[config.mk]
export PLATFORM = sky130hd
export DESIGN_NAME = oam_dma_ctrl
export DESIGN_NICKNAME = d
export VERILOG_FILES = /design/src/rtl/oam_dma_ctrl.sv
export SDC_FILE = /design/constraint.sdc
export NUM_CORES = 1
export LEC_CHECK = 0
export ABC_AREA = 1
export CAP_MARGIN = 0
export CORE_AREA = 2 2 82 76
export CTS_CLUSTER_DIAMETER = 80
export DETAILED_ROUTE_END_ITERATION = 16
export DIE_AREA = 0 0 84 78
export DONT_BUFFER_PORTS = 1
export PLACE_DENSITY = 0.73
export SLEW_MARGIN = 20
export SYNTH_ARGS = -nofsm -noshare
export SYNTH_HDL_FRONTEND = slang
export SYNTH_SLANG_ARGS = --single-unit
[constraint.sdc]
create_clock -name clk -period 2.85 [get_ports clk]
set_input_delay 0.4275 -clock clk [delete_from_list [all_inputs] [get_ports clk]]
set_output_delay 0.4275 -clock clk [all_outputs]
set_load 0.005 [all_outputs]
[src/rtl/oam_dma_ctrl.sv]
// rtl/oam_dma_ctrl.sv - DMG OAM DMA sequencer: copies one 160-byte source page into OAM
module oam_dma_ctrl #(
   parameter logic [15:0] DMA_REG_ADDR    = 16'hFF46,
   parameter int          XFER_LEN        = 160,
   parameter int          CYCLES_PER_BYTE = 4
) (
   input  logic        clk,
   input  logic        rst,
   input  logic [15:0] cpu_addr,
   input  logic [7:0]  cpu_wdata,
   input  logic        cpu_we,
   output logic [7:0]  dma_reg,
   output logic [15:0] src_addr,
   output logic        src_re,
   input  logic [7:0]  src_rdata,
   output logic [7:0]  oam_addr,
   output logic [7:0]  oam_wdata,
   output logic        oam_we,
   output logic        dma_active,
   output logic        cpu_block
);

   localparam int PHASE_W = (CYCLES_PER_BYTE > 2) ? $clog2(CYCLES_PER_BYTE) : 2;
   localparam logic [PHASE_W-1:0] PHASE_LAST  = PHASE_W'(CYCLES_PER_BYTE - 1);
   localparam logic [PHASE_W-1:0] PHASE_READ  = PHASE_W'(0);
   localparam logic [PHASE_W-1:0] PHASE_CAPT  = PHASE_W'(1);
   localparam logic [PHASE_W-1:0] PHASE_WRITE = PHASE_W'(2);
   localparam logic [PHASE_W-1:0] PHASE_ONE   = PHASE_W'(1);
   localparam logic [7:0]         INDEX_LAST  = 8'(XFER_LEN - 1);

   typedef enum logic [1:0] {
      ST_IDLE  = 2'd0,
      ST_START = 2'd1,
      ST_XFER  = 2'd2
   } state_t;

   state_t             state_q,      state_d;
   logic [PHASE_W-1:0] phase_q,      phase_d;
   logic [7:0]         index_q,      index_d;
   logic [7:0]         src_hi_q,     src_hi_d;
   logic [7:0]         dma_reg_q,    dma_reg_d;
   logic [15:0]        src_addr_q,   src_addr_d;
   logic               src_re_q,     src_re_d;
   logic [7:0]         oam_addr_q,   oam_addr_d;
   logic [7:0]         oam_wdata_q,  oam_wdata_d;
   logic               oam_we_q,     oam_we_d;
   logic               dma_active_q, dma_active_d;

   logic               reg_wr;
   logic [7:0]         src_hi_new;

   // Decode the DMA register write and fold echo-RAM pages E0..FF back onto C0..DF
   always_comb begin
      reg_wr     = cpu_we && (cpu_addr == DMA_REG_ADDR);
      src_hi_new = (cpu_wdata < 8'hE0) ? cpu_wdata : (cpu_wdata & 8'hDF);
   end

   // Next-state sequencing plus outputs derived from the next state so they register cleanly
   always_comb begin
      state_d      = state_q;
      phase_d      = phase_q;
      index_d      = index_q;
      src_hi_d     = src_hi_q;
      dma_reg_d    = dma_reg_q;
      src_addr_d   = src_addr_q;
      src_re_d     = 1'b0;
      oam_addr_d   = oam_addr_q;
      oam_wdata_d  = oam_wdata_q;
      oam_we_d     = 1'b0;
      dma_active_d = dma_active_q;

      case (state_q)
         ST_IDLE: begin
            phase_d = '0;
         end
         ST_START: begin
            if (phase_q == PHASE_LAST) begin
               state_d = ST_XFER;
               phase_d = '0;
               index_d = 8'd0;
            end else begin
               phase_d = phase_q + PHASE_ONE;
            end
         end
         ST_XFER: begin
            // Read data arrives one clock after the read strobe, i.e. during phase 1
            if (phase_q == PHASE_CAPT) begin
               oam_wdata_d = src_rdata;
            end
            if (phase_q == PHASE_LAST) begin
               phase_d = '0;
               if (index_q == INDEX_LAST) begin
                  state_d = ST_IDLE;
               end else begin
                  index_d = index_q + 8'd1;
               end
            end else begin
               phase_d = phase_q + PHASE_ONE;
            end
         end
         default: begin
            state_d = ST_IDLE;
            phase_d = '0;
         end
      endcase

      // A register write always wins, including over the final byte's last phase
      if (reg_wr) begin
         dma_reg_d = cpu_wdata;
         src_hi_d  = src_hi_new;
         state_d   = ST_START;
         phase_d   = '0;
         index_d   = 8'd0;
      end

      if ((state_d == ST_XFER) && (phase_d == PHASE_READ)) begin
         src_re_d   = 1'b1;
         src_addr_d = {src_hi_d, index_d};
      end
      if ((state_d == ST_XFER) && (phase_d == PHASE_WRITE)) begin
         oam_we_d   = 1'b1;
         oam_addr_d = index_d;
      end
      dma_active_d = (state_d != ST_IDLE);
   end

   // State and registered outputs; reset aborts any transfer immediately
   always_ff @(posedge clk or posedge rst) begin
      if (rst) begin
         state_q      <= ST_IDLE;
         phase_q      <= '0;
         index_q      <= 8'd0;
         src_hi_q     <= 8'd0;
         dma_reg_q    <= 8'h00;
         src_addr_q   <= 16'd0;
         src_re_q     <= 1'b0;
         oam_addr_q   <= 8'd0;
         oam_wdata_q  <= 8'd0;
         oam_we_q     <= 1'b0;
         dma_active_q <= 1'b0;
      end else begin
         state_q      <= state_d;
         phase_q      <= phase_d;
         index_q      <= index_d;
         src_hi_q     <= src_hi_d;
         dma_reg_q    <= dma_reg_d;
         src_addr_q   <= src_addr_d;
         src_re_q     <= src_re_d;
         oam_addr_q   <= oam_addr_d;
         oam_wdata_q  <= oam_wdata_d;
         oam_we_q     <= oam_we_d;
         dma_active_q <= dma_active_d;
      end
   end

   assign dma_reg    = dma_reg_q;
   assign src_addr   = src_addr_q;
   assign src_re     = src_re_q;
   assign oam_addr   = oam_addr_q;
   assign oam_wdata  = oam_wdata_q;
   assign oam_we     = oam_we_q;
   assign dma_active = dma_active_q;
   assign cpu_block  = dma_active_q;

endmodule
==> qor.yml <==
worst_hold_path:
  min_path_type: "input pin to async pin"
detailed_routing:
  ant_nets: 0
  drt-initial-drc-count: 187
  drc: 0
  num_vias: 2318
  firstDrtPassIters: 4
  via_per_inst: 5.42
  wirelength_um: 6200
  route.detailed.wl_per_inst_um: 14.5
cts:
  ctsHoldBuffers: 0
  cts.repair.resized: 0
  cts_inserted_buffers: 9
  cts.sinks: 63
  tritoncts: "yes"
  htreeDepth: 3
  cts-root-buf: "clkbuf_8"
  post_cts_buffers: 0
  cts_max_path_buffers: 2
  path_clk_slew_ps: 70
  clk_latency_ps: 330
power:
  finalPower_uw: 2410
  cellLeakagePower_uw: 0.00171
  p_per_area_nw_per_um2: 740
  max-vdd-ir-drop_v: 0.000636
floorplan:
  ios: 79
  die_w_um: 84
  initial_core_util_pct: 53.9
  core_area_um2: 5630
  die_h_um: 78
  num_rows: 26
  dieArea_um2: 6550
synthesis:
  syn-num-nets: 390
  synth.distinct_cells: 29
  synth.top_cell.area_share_pct: 52.0
  yosysSeqAreaShare_pct: 52.0
  synth.area.top_cells: "dfrtp_1 52%, nand2_1 14%, inv_1 5.3%"
  avgSynthCellArea_um2: 8.72
  synth_top_area_cell: "dfrtp_1"
  syn_inst: 348
  synth_warnings: 0
  synth_area_um2: 3030
  ys_seq_elements: 63
timing:
  finClkSkew_ps: 6.68
  min_period_over_period_pct: 74.1
  layout_min_cycle_time_ps: 2110
  final_hold_viol_count: 0
  maxSlewViolCount: 0
  timing.fmax_mhz: 473
  rsz0062_at_grt: "no"
  max_slew_margin_pct: 38.6
  setup_viol: 0
  worst_slew_pin_slew_ps: 920
  setup_tns_ps: 0
final_layout:
  drive_gt1_share_pct: 13.1
  final_nets: 395
  final_area_um2: 3260
  fin_cells: 428
  largest_register_ffs: 16
  syn_to_final_growth_pct: 7.55
  antenna_cells: 0
placed_design:
  hpwl_um: 4490
  portBuffers: 0
  place_area_um2: 3090
  dp.cells: 412
  routabilityCongestion: 0.910
global_routing:
  grt_pass1_vias: 2262
  grt_pass1_wl_um: 10600
  grt_max_degree: 48
  grt_use_total_pct: 20.5
  antenna_found_initial: 0
  grt.overflow.total: 0
critical_path:
  worst_ep_required_time_ps: 3070
  critPathKind: "flip-flop to flip-flop"
  critPathLaunchType: "flip-flop"
  worstPathArrival_ps: 2330
  rrSetupSlack_ps: 740
  cp_max_fo: 16
  endpoint_kind: "flip-flop"
run_status:
  status: "completed"
flow_run:
  drv_cap: 0
[layout by cell type, fill, tap and decap left out, types with 2 or more instances in the layout]
master	Yosys	layout
inv_2	1	2
nand3_2	6	6
nor2_8	2	2
nand3_1	11	11
nand2_2	3	3
a21oi_1	5	5
nand2_1	110	110
clkbuf_8	0	11
mux2_2	9	9
nor2_1	20	20
o21ai_0	31	31
clkinv_2	0	2
nor3_1	3	3
nor2_2	2	2
dfrtp_1	63	63
ha_1	7	7
inv_1	43	42
buf_4	2	4
nand4_1	13	13
clkbuf_1	2	2
[critical path, stage by stage, from the launching register on]
cell	delay, ps
dfrtp_1	410
inv_1	110
ha_1	420
nand2_4	110
nand3_2	100
inv_1	40
nor2_1	90
buf_4	190
nand3_2	300
nand2_1	140
nand2_1	70
[cell usage after synthesis]
cell type and n:
buf_6 2, clkbuf_1 2, mux2_2 9, buf_2 4, nand4_1 13, o21ai_0 31, nand3_4 1, nor2_4 1
dfrtp_1 63, or2_2 1, nand2_4 1, nand2_1 110, nand3_2 6, nand2_2 3, buf_4 2, o21bai_1 1
nand3b_1 1, nor2_1 20, o211ai_2 1, nor4_1 1, inv_1 43, a21boi_0 1, nor3_1 3, nor2_2 2
nor2_8 2, inv_2 1, a21oi_1 5, ha_1 7, nand3_1 11
[stage by stage]
step | hold slack [ps] | setup slack, ps | utilization (%)
2_1_floorplan | 462 | 853 | -
3_3_place_gp | 487 | 780 | 54.8
3_5_place_dp | 486 | 748 | 54.8
4_1_cts | 203 | 729 | 58.0
5_1_grt | 218 | 532 | 58.0
6_report | 176 | 737 | 58.0
[metal layers]
| metal | track usage, % | vias to the layer above | wire, µm |
|---|---|---|---|
| met5 | 0 | - | 0 |
| li1 | - | 1119 | - |
| met3 | 6.70 | 7 | 423 |
| met2 | 30.9 | 82 | 2920 |
| met4 | 8.55 | 0 | 91 |
| met1 | 27.4 | 1110 | 2770 |
[cell families after synthesis]
group,after synthesis,synth area share (%)
multiplexers,9,3.34
adder cells (fa/ha/maj),7,2.89
AO/OA/AOI/OAI,39,6.85
AND/OR/NAND/NOR,176,27.4
flip-flops,63,52.0
buffers and inverters,54,7.59
[path summary, 6_finish.rpt]
check | startpoint | endpoint | depth (start not counted)
min in group clk | cpu_wdata[5] | dma_reg[5] | 1
hold reg to reg | src_hi_q[2] | src_hi_q[2] | 2
hold / removal | rst | oam_wdata[6] | 1
setup reg to reg | state_q[0] | src_addr[5] | 10
max in group asynchronous | rst | oam_addr[5] | 2
setup / recovery | state_q[0] | src_addr[5] | 10
[final cells by class]
class	instances	area [µm²]
Tap cell	70	87.6
Clock buffer	13	159
Inverter	44	165
Sequential cell	63	1580
Clock inverter	3	17.5
Fill cell	510	2360
Timing Repair Buffer	4	30.0
Multi-Input combinational cell	231	1230
[power breakdown]
group,switching [µW],internal [µW],leakage [µW]
registers,160,1070,0.000840
clock network,320,361,0.0000894
logic,321,185,0.000777
Note: power is estimated with default switching activity, not from simulation.
